## config.mk

```make
export PLATFORM = sky130hd
export DESIGN_NAME = factor_display_capture
export DESIGN_NICKNAME = d
export VERILOG_FILES = /design/src/rtl/factor_display_capture_pkg.sv /design/src/rtl/factor_display_capture_seg7_encoder_inv.sv /design/src/rtl/factor_display_capture.sv
export SDC_FILE = /design/constraint.sdc
export NUM_CORES = 1
export LEC_CHECK = 0
export BUFFER_PORTS_ARGS = -buffer_cell sky130_fd_sc_hd__buf_2
export CELL_PAD_IN_SITES_DETAIL_PLACEMENT = 0
export CELL_PAD_IN_SITES_GLOBAL_PLACEMENT = 1
export CORE_ASPECT_RATIO = 0.6
export CORE_MARGIN = 2
export CORE_UTILIZATION = 42
export DETAILED_ROUTE_END_ITERATION = 12
export GPL_ROUTABILITY_DRIVEN = 0
export GPL_TIMING_DRIVEN = 0
export PLACE_DENSITY = 0.76
export SLEW_MARGIN = 5
export SYNTH_ARGS = -nofsm -noshare
export SYNTH_HDL_FRONTEND = slang
export SYNTH_SLANG_ARGS = --single-unit
```

## constraint.sdc

```tcl
create_clock -name clk -period 3 [get_ports clk]
set_input_delay 0 -clock clk [delete_from_list [all_inputs] [get_ports clk]]
set_output_delay 0 -clock clk [all_outputs]
set_load 0.01 [all_outputs]
```

## src/rtl/factor_display_capture_pkg.sv

```systemverilog
`default_nettype none
// ============================================================================
// Module : factor_capture_pkg
// Brief  : Shared types and constants for the factor display capture block.
// Rev    : 1.0 - initial release
// ============================================================================
package factor_capture_pkg;

    localparam int FACTOR_W = 14;

    typedef enum logic [1:0] {
        IDLE    = 2'd0,
        SYNC    = 2'd1,
        COLLECT = 2'd2
    } state_e;

    // Segment patterns {g,f,e,d,c,b,a} for hex digits 0..F.
    localparam logic [6:0] SEG_PATTERN [16] = '{
        7'h3F, 7'h06, 7'h5B, 7'h4F, 7'h66, 7'h6D, 7'h7D, 7'h07,
        7'h7F, 7'h6F, 7'h77, 7'h7C, 7'h39, 7'h5E, 7'h79, 7'h71
    };

endpackage
`default_nettype wire

```

## src/rtl/factor_display_capture_seg7_encoder_inv.sv

```systemverilog
`default_nettype none
// ============================================================================
// Module : seg7_encoder_inv
// Brief  : Maps a seven-segment pattern back to its hex digit plus valid flag.
// Rev    : 1.0 - initial release
// ============================================================================
module seg7_encoder_inv
    import factor_capture_pkg::*;
(
    input  logic [6:0] seg_i,
    output logic       valid_o,
    output logic [3:0] digit_o
);

    always_comb begin
        valid_o = 1'b0;
        digit_o = 4'd0;
        for (int i = 0; i < 16; i++) begin
            if (seg_i == SEG_PATTERN[i]) begin
                valid_o = 1'b1;
                digit_o = 4'(i);
            end
        end
    end

endmodule
`default_nettype wire

```

## src/rtl/factor_display_capture.sv

```systemverilog
`default_nettype none
// ============================================================================
// Module : factor_display_capture
// Brief  : Filters the seven-segment stream, decodes stable digits and
//          rebuilds the factor bitmap from each 1..factors..1 display sweep.
// Rev    : 1.0 - initial release
// ============================================================================
module factor_display_capture
    import factor_capture_pkg::*;
#(
    parameter int                CNT_W         = 24,
    parameter logic [CNT_W-1:0]  STABLE_CYCLES = 24'd500,
    parameter logic [CNT_W-1:0]  DIGIT_PERIOD  = 24'd1000
) (
    input  logic                clk,
    input  logic                reset,
    input  logic [6:0]          seg_in,
    input  logic [7:0]          number_in,
    output logic [3:0]          digit_out,
    output logic                digit_strobe,
    output logic [FACTOR_W-1:0] factors_out,
    output logic                capture_valid,
    output logic                busy,
    output logic                decode_err
);

    logic [6:0]          seg_q;
    logic [7:0]          num_q;
    logic [CNT_W-1:0]    stab_cnt_q, stab_cnt_d;
    logic [CNT_W-1:0]    hold_cnt_q, hold_cnt_d;
    logic                held_q, held_d;
    state_e              state_q, state_d;
    logic [FACTOR_W-1:0] acc_q, acc_d;
    logic [3:0]          last_q, last_d;
    logic [3:0]          digit_q, digit_d;
    logic                strobe_q, strobe_d;
    logic [FACTOR_W-1:0] factors_q, factors_d;
    logic                cap_q, cap_d;
    logic                err_q, err_d;

    logic       w_same, w_num_chg, w_first, w_rehold, w_accept;
    logic       w_valid, w_digit_ok, w_bad;
    logic [3:0] w_digit;

    seg7_encoder_inv u_enc (
        .seg_i   (seg_q),
        .valid_o (w_valid),
        .digit_o (w_digit)
    );

    assign w_same    = (seg_in == seg_q);
    assign w_num_chg = (number_in != num_q);
    // held_q blocks re-acceptance of the same pattern until the hold period expires.
    assign w_first   = !held_q && (stab_cnt_q >= STABLE_CYCLES);
    assign w_rehold  = held_q && (hold_cnt_q == DIGIT_PERIOD - CNT_W'(1));
    assign w_accept  = (w_first || w_rehold) && !w_num_chg;

    assign w_digit_ok = w_accept && w_valid && (w_digit != 4'd0);
    assign w_bad      = w_accept && !(w_valid && (w_digit != 4'd0));

    always_comb begin
        stab_cnt_d = stab_cnt_q;
        hold_cnt_d = hold_cnt_q;
        held_d     = held_q;
        if (w_num_chg || !w_same) begin
            stab_cnt_d = '0;
            hold_cnt_d = '0;
            held_d     = 1'b0;
        end else begin
            if (stab_cnt_q != {CNT_W{1'b1}}) begin
                stab_cnt_d = stab_cnt_q + CNT_W'(1);
            end
            if (w_accept) begin
                held_d     = 1'b1;
                hold_cnt_d = '0;
            end else if (held_q) begin
                hold_cnt_d = hold_cnt_q + CNT_W'(1);
            end
        end
    end

    always_comb begin
        state_d   = state_q;
        acc_d     = acc_q;
        last_d    = last_q;
        digit_d   = digit_q;
        strobe_d  = 1'b0;
        factors_d = factors_q;
        cap_d     = 1'b0;
        err_d     = err_q;
        if (w_num_chg) begin
            acc_d     = '0;
            factors_d = '0;
            state_d   = SYNC;
        end else begin
            if (w_digit_ok) begin
                digit_d  = w_digit;
                strobe_d = 1'b1;
            end
            if (w_bad) begin
                err_d   = 1'b1;
                state_d = IDLE;
            end else begin
                case (state_q)
                    IDLE: state_d = SYNC;
                    SYNC: begin
                        if (w_digit_ok && (w_digit == 4'd1)) begin
                            state_d = COLLECT;
                            acc_d   = '0;
                            last_d  = 4'd1;
                        end
                    end
                    COLLECT: begin
                        if (w_digit_ok) begin
                            if (w_digit == 4'd1) begin
                                factors_d = acc_q;
                                cap_d     = 1'b1;
                                acc_d     = '0;
                                last_d    = 4'd1;
                            end else if (w_digit > last_q) begin
                                acc_d  = acc_q | (FACTOR_W'(1) << (w_digit - 4'd2));
                                last_d = w_digit;
                            end else begin
                                err_d   = 1'b1;
                                state_d = SYNC;
                            end
                        end
                    end
                    default: state_d = IDLE;
                endcase
            end
        end
    end

    always_ff @(posedge clk) begin
        if (reset) begin
            seg_q      <= '0;
            num_q      <= '0;
            stab_cnt_q <= '0;
            hold_cnt_q <= '0;
            held_q     <= 1'b0;
            state_q    <= IDLE;
            acc_q      <= '0;
            last_q     <= '0;
            digit_q    <= '0;
            strobe_q   <= 1'b0;
            factors_q  <= '0;
            cap_q      <= 1'b0;
            err_q      <= 1'b0;
        end else begin
            seg_q      <= seg_in;
            num_q      <= number_in;
            stab_cnt_q <= stab_cnt_d;
            hold_cnt_q <= hold_cnt_d;
            held_q     <= held_d;
            state_q    <= state_d;
            acc_q      <= acc_d;
            last_q     <= last_d;
            digit_q    <= digit_d;
            strobe_q   <= strobe_d;
            factors_q  <= factors_d;
            cap_q      <= cap_d;
            err_q      <= err_d;
        end
    end

    assign digit_out     = digit_q;
    assign digit_strobe  = strobe_q;
    assign factors_out   = factors_q;
    assign capture_valid = cap_q;
    assign busy          = (state_q != IDLE);
    assign decode_err    = err_q;

endmodule
`default_nettype wire

```

# Word-level counts from Yosys, hierarchy flattened

Index checks and enable logic that the tools add are counted.

Bits in latches: 0
Memories kept: 0
Input port bits: 17
Memory bits (read-only): 0
Word-level logic and storage cells: 146
Bits in registers: 105
Memory bits (writable): 0

Bitwise logic cells: 5
Shifts and indexed selects: 1
Order comparisons: 2
Reductions and logical operators: 32
Add/subtract/negate cells: 3
Div/mod/pow operators: 0
Mux-type cells: 55
Equal/unequal tests: 34
Multipliers: 0

Operators with widths:

| cell                    | number |
|---|---|
| $eq A7 B7 Y1 const B    | 12 |
| $mux W14                | 4 |
| $add A24 B1 Y24 const B | 2 |
| $mux W4                 | 12 |
| $pmux W14 S2            | 1 |
| $mux W1                 | 26 |
| $eq A24 B10 Y1 const B  | 1 |
| $ge A24 B9 Y1 const B   | 1 |
| $ne A24 B24 Y1 const B  | 1 |
| $ne A4 B4 Y1 const B    | 4 |
| $eq A7 B3 Y1 const B    | 2 |
| $eq A7 B6 Y1 const B    | 2 |
| $or A14 B14 Y14         | 1 |
| $shl A1 B4 Y14 const A  | 1 |
| $mux W2                 | 6 |
| $mux W3                 | 4 |
| $ne A2 B2 Y1 const B    | 6 |
| $reduce_and A4 Y1       | 3 |
| $reduce_and A5 Y1       | 2 |
| $logic_and A1 B1 Y1     | 8 |
| $ne A8 B8 Y1            | 1 |
| $pmux W4 S2             | 1 |
| $reduce_bool A2 Y1      | 4 |
| $eq A7 B7 Y1            | 1 |
| other kinds (17)        | 26 |

# Logic depth before layout (Yosys ltp)

Depth after elaboration: 24
Depth in mapped cells: 15
Mapped depth without buffers: 13

# Modules after synthesis

Synthesis repeated with hierarchy kept, for this count alone.

Cell total of the unflattened synthesis: 588
Area total of the unflattened synthesis: 5242.5 um^2

Modules (own cells, without submodules):

| module                 | seq. area each (um^2) | cells each | instances | area each (um^2) |
|---|---|---|---|---|
| factor_display_capture | 2102.0                | 526        | 1         | 4829.6 |
| seg7_encoder_inv       | 0.0                   | 62         | 1         | 412.9 |

# Least setup slack after synthesis

No wires, ideal clock.

Path type: register -> register
Start: register seg_q[5]
End: register acc_q[1]
Required time: 2.942 ns
Clock period less this slack: 3.292 ns
Stages on the path, launching flop included: 16
Data arrival time: 3.234 ns
Setup time: 0.058 ns
Slack: -0.292 ns
Cells stage by stage: dfxtp_1 buf_4 and2b_1 a22oi_1 a211oi_2 nor3_2 inv_1 ha_1 nor2b_1 o21ai_0 a32o_1 o21a_1 a211o_1 buf_6 a2111oi_0 o21a_1

Elaborated cells between the ends (all ways): 68
Classes of those cells: add/sub: 1; order compare: 1; eq/ne: 20; shift: 1; mux: 35; bitwise: 2; reduce/logical: 8

RTL lines:

| element                | line                                          | text |
|---|---|---|
| start, declared        | factor_display_capture.sv:27                  | `logic [6:0] seg_q;` |
| start signal, assigned | factor_display_capture.sv:151                 | `seg_q <= seg_in;` |
| $eq A7 B7 Y1           | factor_display_capture_seg7_encoder_inv.sv:19 | `if (seg_i == SEG_PATTERN[i]) begin` |
| $mux W2 (2 in series)  | factor_display_capture_seg7_encoder_inv.sv:19 |  |
| $mux W3 (4 in series)  | factor_display_capture_seg7_encoder_inv.sv:19 |  |
| $mux W4 (7 in series)  | factor_display_capture_seg7_encoder_inv.sv:19 |  |
| $mux W4 (*)            | factor_display_capture_seg7_encoder_inv.sv:19 |  |
| via u_enc.digit_o[1]   | factor_display_capture_seg7_encoder_inv.sv:12 | `output logic [3:0] digit_o` |
| $sub A4 B2 Y4          | factor_display_capture.sv:121                 | `acc_d = acc_q \| (FACTOR_W'(1) << (w_digit - 4'd2));` |
| $shl A1 B4 Y14         | factor_display_capture.sv:121                 |  |
| $or A14 B14 Y14        | factor_display_capture.sv:121                 |  |
| $mux W14               | factor_display_capture.sv:120                 | `end else if (w_digit > last_q) begin` |
| $mux W14               | factor_display_capture.sv:115                 | `if (w_digit == 4'd1) begin` |
| $mux W14               | factor_display_capture.sv:114                 | `if (w_digit_ok) begin` |
| $pmux W14 S2           | factor_display_capture.sv:104                 | `case (state_q)` |
| end signal, assigned   | factor_display_capture.sv:143                 | `acc_q <= '0;` |
| end signal, assigned   | factor_display_capture.sv:157                 | `acc_q <= acc_d;` |
| end, declared          | factor_display_capture.sv:33                  | `logic [FACTOR_W-1:0] acc_q, acc_d;` |

The timed path passes the listed nets; every way through them passes the cells marked *. The select of a mux whose other input is x is not followed.
A chain may end at the register's enable or synchronous reset.

# Final worst setup path

Start: register seg_q[5]
End: register last_q[3]

Elaborated cells between the ends (all ways): 65
Classes of those cells: order compare: 1; eq/ne: 20; mux: 35; bitwise: 1; reduce/logical: 8

RTL lines:

| element                                              | line                                          | text |
|---|---|---|
| $eq A7 B7 Y1                                         | factor_display_capture_seg7_encoder_inv.sv:19 |  |
| $mux W3 (4 in series)                                | factor_display_capture_seg7_encoder_inv.sv:19 |  |
| $mux W4 (7 in series)                                | factor_display_capture_seg7_encoder_inv.sv:19 |  |
| $mux W4 (*)                                          | factor_display_capture_seg7_encoder_inv.sv:19 |  |
| via u_enc.digit_o[2]                                 | factor_display_capture_seg7_encoder_inv.sv:12 |  |
| branches (longest 6 deep; another with $gt A4 B4 Y1) | -                                             |  |
| end signal, assigned                                 | factor_display_capture.sv:158                 | `last_q <= last_d;` |
| end, declared                                        | factor_display_capture.sv:34                  | `logic [3:0] last_q, last_d;` |

Mark *: on every way through the listed nets, which the timed path passes. The select of a mux whose other input is x is not followed.

==> impl_results.rst <==
.. list-table::
   :header-rows: 1

   * - Metric
     - Value
   * - Max IR drop VDD
     - 0.312 mV
   * - Worst-Skew Late Latency
     - 0.34 ns
   * - Total nets after synthesis
     - 611
   * - Largest net degree at the start of global routing
     - 18
   * - Most Used Layer, Global Route
     - met1
   * - Worst hold start
     - reset
   * - Status
     - finished, violations left
   * - Reg-to-reg endpoint
     - last_q[3]
   * - Most frequent standard cell in the layout excluding fill and tap cells
     - dfxtp_1
   * - Slack of the worst reg-to-reg path
     - -0.27 ns
   * - Horizontal die dimension
     - 147 microns
   * - Max-slew violation total from the final report
     - 0
   * - Number of vias after detailed routing
     - approximately 4500
   * - Yosys top cell by area
     - dfxtp_1
   * - Final Hold Fails
     - 0
   * - Remaining max-slew budget at the tightest pin
     - 42.3%
   * - Worst Setup Start Kind
     - register
   * - Clock-pin slew on the worst setup and hold paths
     - about 0.07 ns
   * - End of the worst hold path
     - num_q[3]
   * - Total die area
     - 13300 sq um
   * - Crit Reg-Reg Startpoint
     - seg_q[5]
   * - Tightest Hold Check Type
     - input pin to register
   * - Relative area change from synthesis to final layout
     - 23.6%
   * - CP Max Fanout
     - 6
   * - Number of buffers created by CTS
     - 9
   * - Clock tree from TritonCTS
     - done
   * - Violated checks
     - setup timing
   * - Crit path time final
     - 3.27 ns
   * - Wirelength per Cell
     - around 16 microns
   * - Maximum clock insertion buffer count
     - 2
   * - Cell leakage power
     - 2.37 nW
   * - Mean cell area of the mapped netlist
     - 8.89 sq um
   * - Hold depth
     - 2
   * - Final Skew
     - 0.00962 ns
   * - Final setup violation count
     - 18
   * - Number of antenna-violating nets in the routed design
     - 0
   * - Unrepaired setup endpoints after global routing
     - yes
   * - Type of element capturing the critical path
     - register
   * - Critical path data arrival time
     - 3.55 ns
   * - Number of rows created at floorplan
     - 31
   * - Number of antenna cells inserted
     - 0
   * - Ratio of final minimum period to clock period
     - 109%
   * - Count of maximum capacitance violations
     - 0
   * - Number of global-route vias before repair
     - 4317
   * - Synth warnings
     - 0
   * - Post-synthesis sequential element count
     - about 110
   * - Initial antenna violation count
     - 0
   * - Unique masters post-synth
     - 64
   * - Global-route wire length before repair
     - 22000 microns
   * - Sequential element share of the synthesized area
     - 40.6%
   * - Post-place instance area
     - 5640 sq um
   * - GRT met1 Usage
     - 31.4%
   * - Leading cell types in the layout, fill and taps excluded
     - 103 x dfxtp_1, 80 x nor2_1, 40 x buf_2
   * - Global-route usage over all layers
     - 20.6%
   * - Remaining routing DRC violations
     - 0
   * - Post-Syn Instances
     - 583
   * - Util after Layout
     - 53.1%
   * - H-tree depth reported by CTS
     - 3
   * - Initial core utilization
     - 43.0%
   * - Drt initial violations
     - 332
   * - Netlist area before placement
     - 5180 sq um
   * - Total power per unit cell area
     - 421 nW/um^2
   * - Half-perimeter wire length after placement
     - 9630 microns
   * - Aggregate negative setup slack
     - -3.92 ns
   * - IO buf count
     - 37
   * - Worst-margin pin slew
     - approximately 0.86 ns
   * - Top-level I/O count
     - 39
   * - Top cell type's share of synthesized area
     - between 40 and 50%
   * - Share of flip-flops with an asynchronous set or reset
     - 0%
   * - Share of cells above drive strength 1
     - roughly a fifth
   * - Cell depth of the worst flop-to-flop path
     - 14
   * - Total gr overflow
     - 0
   * - Number of sinks driven by the clock tree
     - 105
   * - Router iterations before antenna repair
     - 5
   * - Via density
     - 5.39
   * - Worst path required time
     - 3.27 ns
   * - Final WL
     - between 10000 and 15000 microns
   * - Height of the die
     - 90.0 microns
   * - Floorplan Core Area
     - 12100 sq um
   * - Critical Setup Path Class
     - register to register
   * - Post-layout worst setup margin
     - -0.275 ns
   * - Met2 routing resource usage after global routing
     - 29.9%
   * - Primary flip-flop cell chosen by synthesis mapping
     - dfxtp_1
   * - Synth top area cells
     - dfxtp_1 41%, xor2_1 6.1%, nor2_1 5.9%, xnor2_1 4.1%, mux2i_1 3.5%
   * - Post-layout nets
     - 692
   * - Met3 Resource Use GR
     - approximately 4.3%
   * - Maximum operating frequency
     - 305 MHz
   * - Post-route cell area
     - 6400 sq um
   * - Clock tree root driver cell
     - clkbuf_16
   * - Number of enable flip-flop cells after synthesis
     - 0
-- Yosys cell counts, drive strengths merged (2+ instances only) --
| cell type | n |
|---|---|
| o2111ai | 5 |
| nand4 | 19 |
| or3 | 5 |
| buf | 12 |
| a211oi | 15 |
| nor4 | 9 |
| and4 | 11 |
| a21o | 3 |
| a32o | 2 |
| nand2b | 3 |
| o21a | 13 |
| xnor2 | 24 |
| ha | 11 |
| o31ai | 2 |
| and2b | 3 |
| a21oi | 15 |
| a211o | 4 |
| nand3 | 22 |
| xor2 | 36 |
| inv | 19 |
| nor3 | 9 |
| and2 | 10 |
| nand2 | 35 |
| a31oi | 3 |
| o21ai | 12 |
| and3 | 10 |
| nor2b | 22 |
| nor2 | 81 |
| a22oi | 2 |
| clkbuf | 15 |
| a2111oi | 4 |
| mux2i | 18 |
| or3b | 2 |
| o211ai | 2 |
| dfxtp | 105 |
| nor4b | 2 |
-- what timing repair did --
item / in CTS / in global routing
setup buffers: 11 / 5
hold buffers: 15 / 0
setup endpoints to repair: 20 / 20
cloned: 2 / 0
gates resized for setup: 16 / 31
pin swaps: 8 / 11
hold endpoints to repair: 15 / 0
-- kinds of logic (layout without fill, tap and decap cells) --
family	count (synthesis)	after routing	synth area share, %
muxes	18	18	3.48
DFF	105	105	40.6
buffers and inverters	46	132	3.94
AOI/OAI and AO/OA	92	92	13.4
xor gates and xnor gates	60	60	10.1
and+or+nand+nor	251	251	25.8
adders and majority gates	11	11	2.66
-- registers in the layout (all words and copies together) (netlist names) --
| register | cells |
|---|---|
| stab_cnt_q | 24 |
| hold_cnt_q | 24 |
| digit_out | 4 |
| seg_q | 7 |
| held_q | 1 |
| factors_out | 14 |
| digit_strobe | 1 |
| acc_q | 14 |
| state_q | 2 |
| capture_valid | 1 |
| num_q | 8 |
| last_q | 4 |
| decode_err | 1 |
-- critical path, stage by stage (launching register included) --
cell and delay [ns]:
dfxtp_4 0.36, buf_6 0.13, and3_1 0.22, a22oi_1 0.20
mux2i_1 0.15, or2_4 0.27, ha_1 0.27, and2_1 0.13
o21ai_1 0.06, a32o_2 0.26, o21a_1 0.18, a211o_4 0.30
buf_6 0.15, or3b_4 0.37, a21oi_2 0.14
-- layout make-up --
class | count | area, sq um
buffer | 27 | 174
clock buffer | 11 | 243
clock inverter | 5 | 38.8
fill | 1099 | 5660
inverter | 19 | 71.3
multi-input combinational | 432 | 3080
sequential | 105 | 2110
tap | 165 | 206
timing repair buffer | 70 | 478
-- metrics by stage --
stage / hold WS [ns] / total power [W] / setup WS, ns / instances
global placement: 0.240 / 0.00157 / -0.680 / 785
finish: 0.0322 / 0.00270 / -0.275 / 834
CTS: 0.0454 / 0.00270 / -0.248 / 829
global route: 0.0524 / 0.00279 / -0.409 / 834
detailed placement: 0.243 / 0.00157 / -0.694 / 785
floorplan: 0.128 / 0.00153 / -0.120 / 583
-- power breakdown --
part / leakage [nW] / switching (W) / total (W) / internal (W)
registers: 0.851 / 0.00000979 / 0.00141 / 0.00140
logic: 1.39 / 0.0000873 / 0.000163 / 0.0000756
clock network: 0.137 / 0.000527 / 0.00112 / 0.000593
total: 2.37 / 0.000624 / 0.00270 / 0.00207
-- per-layer routing --
layer | vias up | wire (microns) | share of wire, %
met2 | 123 | 5420 | 41
met4 | 0 | 68 | 0.51
met3 | 5 | 744 | 5.6
met5 | - | 0 | 0
met1 | 2147 | 7080 | 53
li1 | 2221 | - | -
-- how the worst max path moves through the flow --
stage	start	to	slack, ns	cells past startpoint
global placement	seg_q[6]	acc_q[4]	-0.68	12
detailed placement	seg_q[6]	last_q[3]	-0.69	12
floorplan	seg_q[1]	last_q[3]	-0.12	15
finish	seg_q[5]	last_q[3]	-0.27	14
global route	seg_q[3]	acc_q[2]	-0.41	14
CTS	seg_q[1]	last_q[3]	-0.25	15
Power figures use the tool's default switching activity.
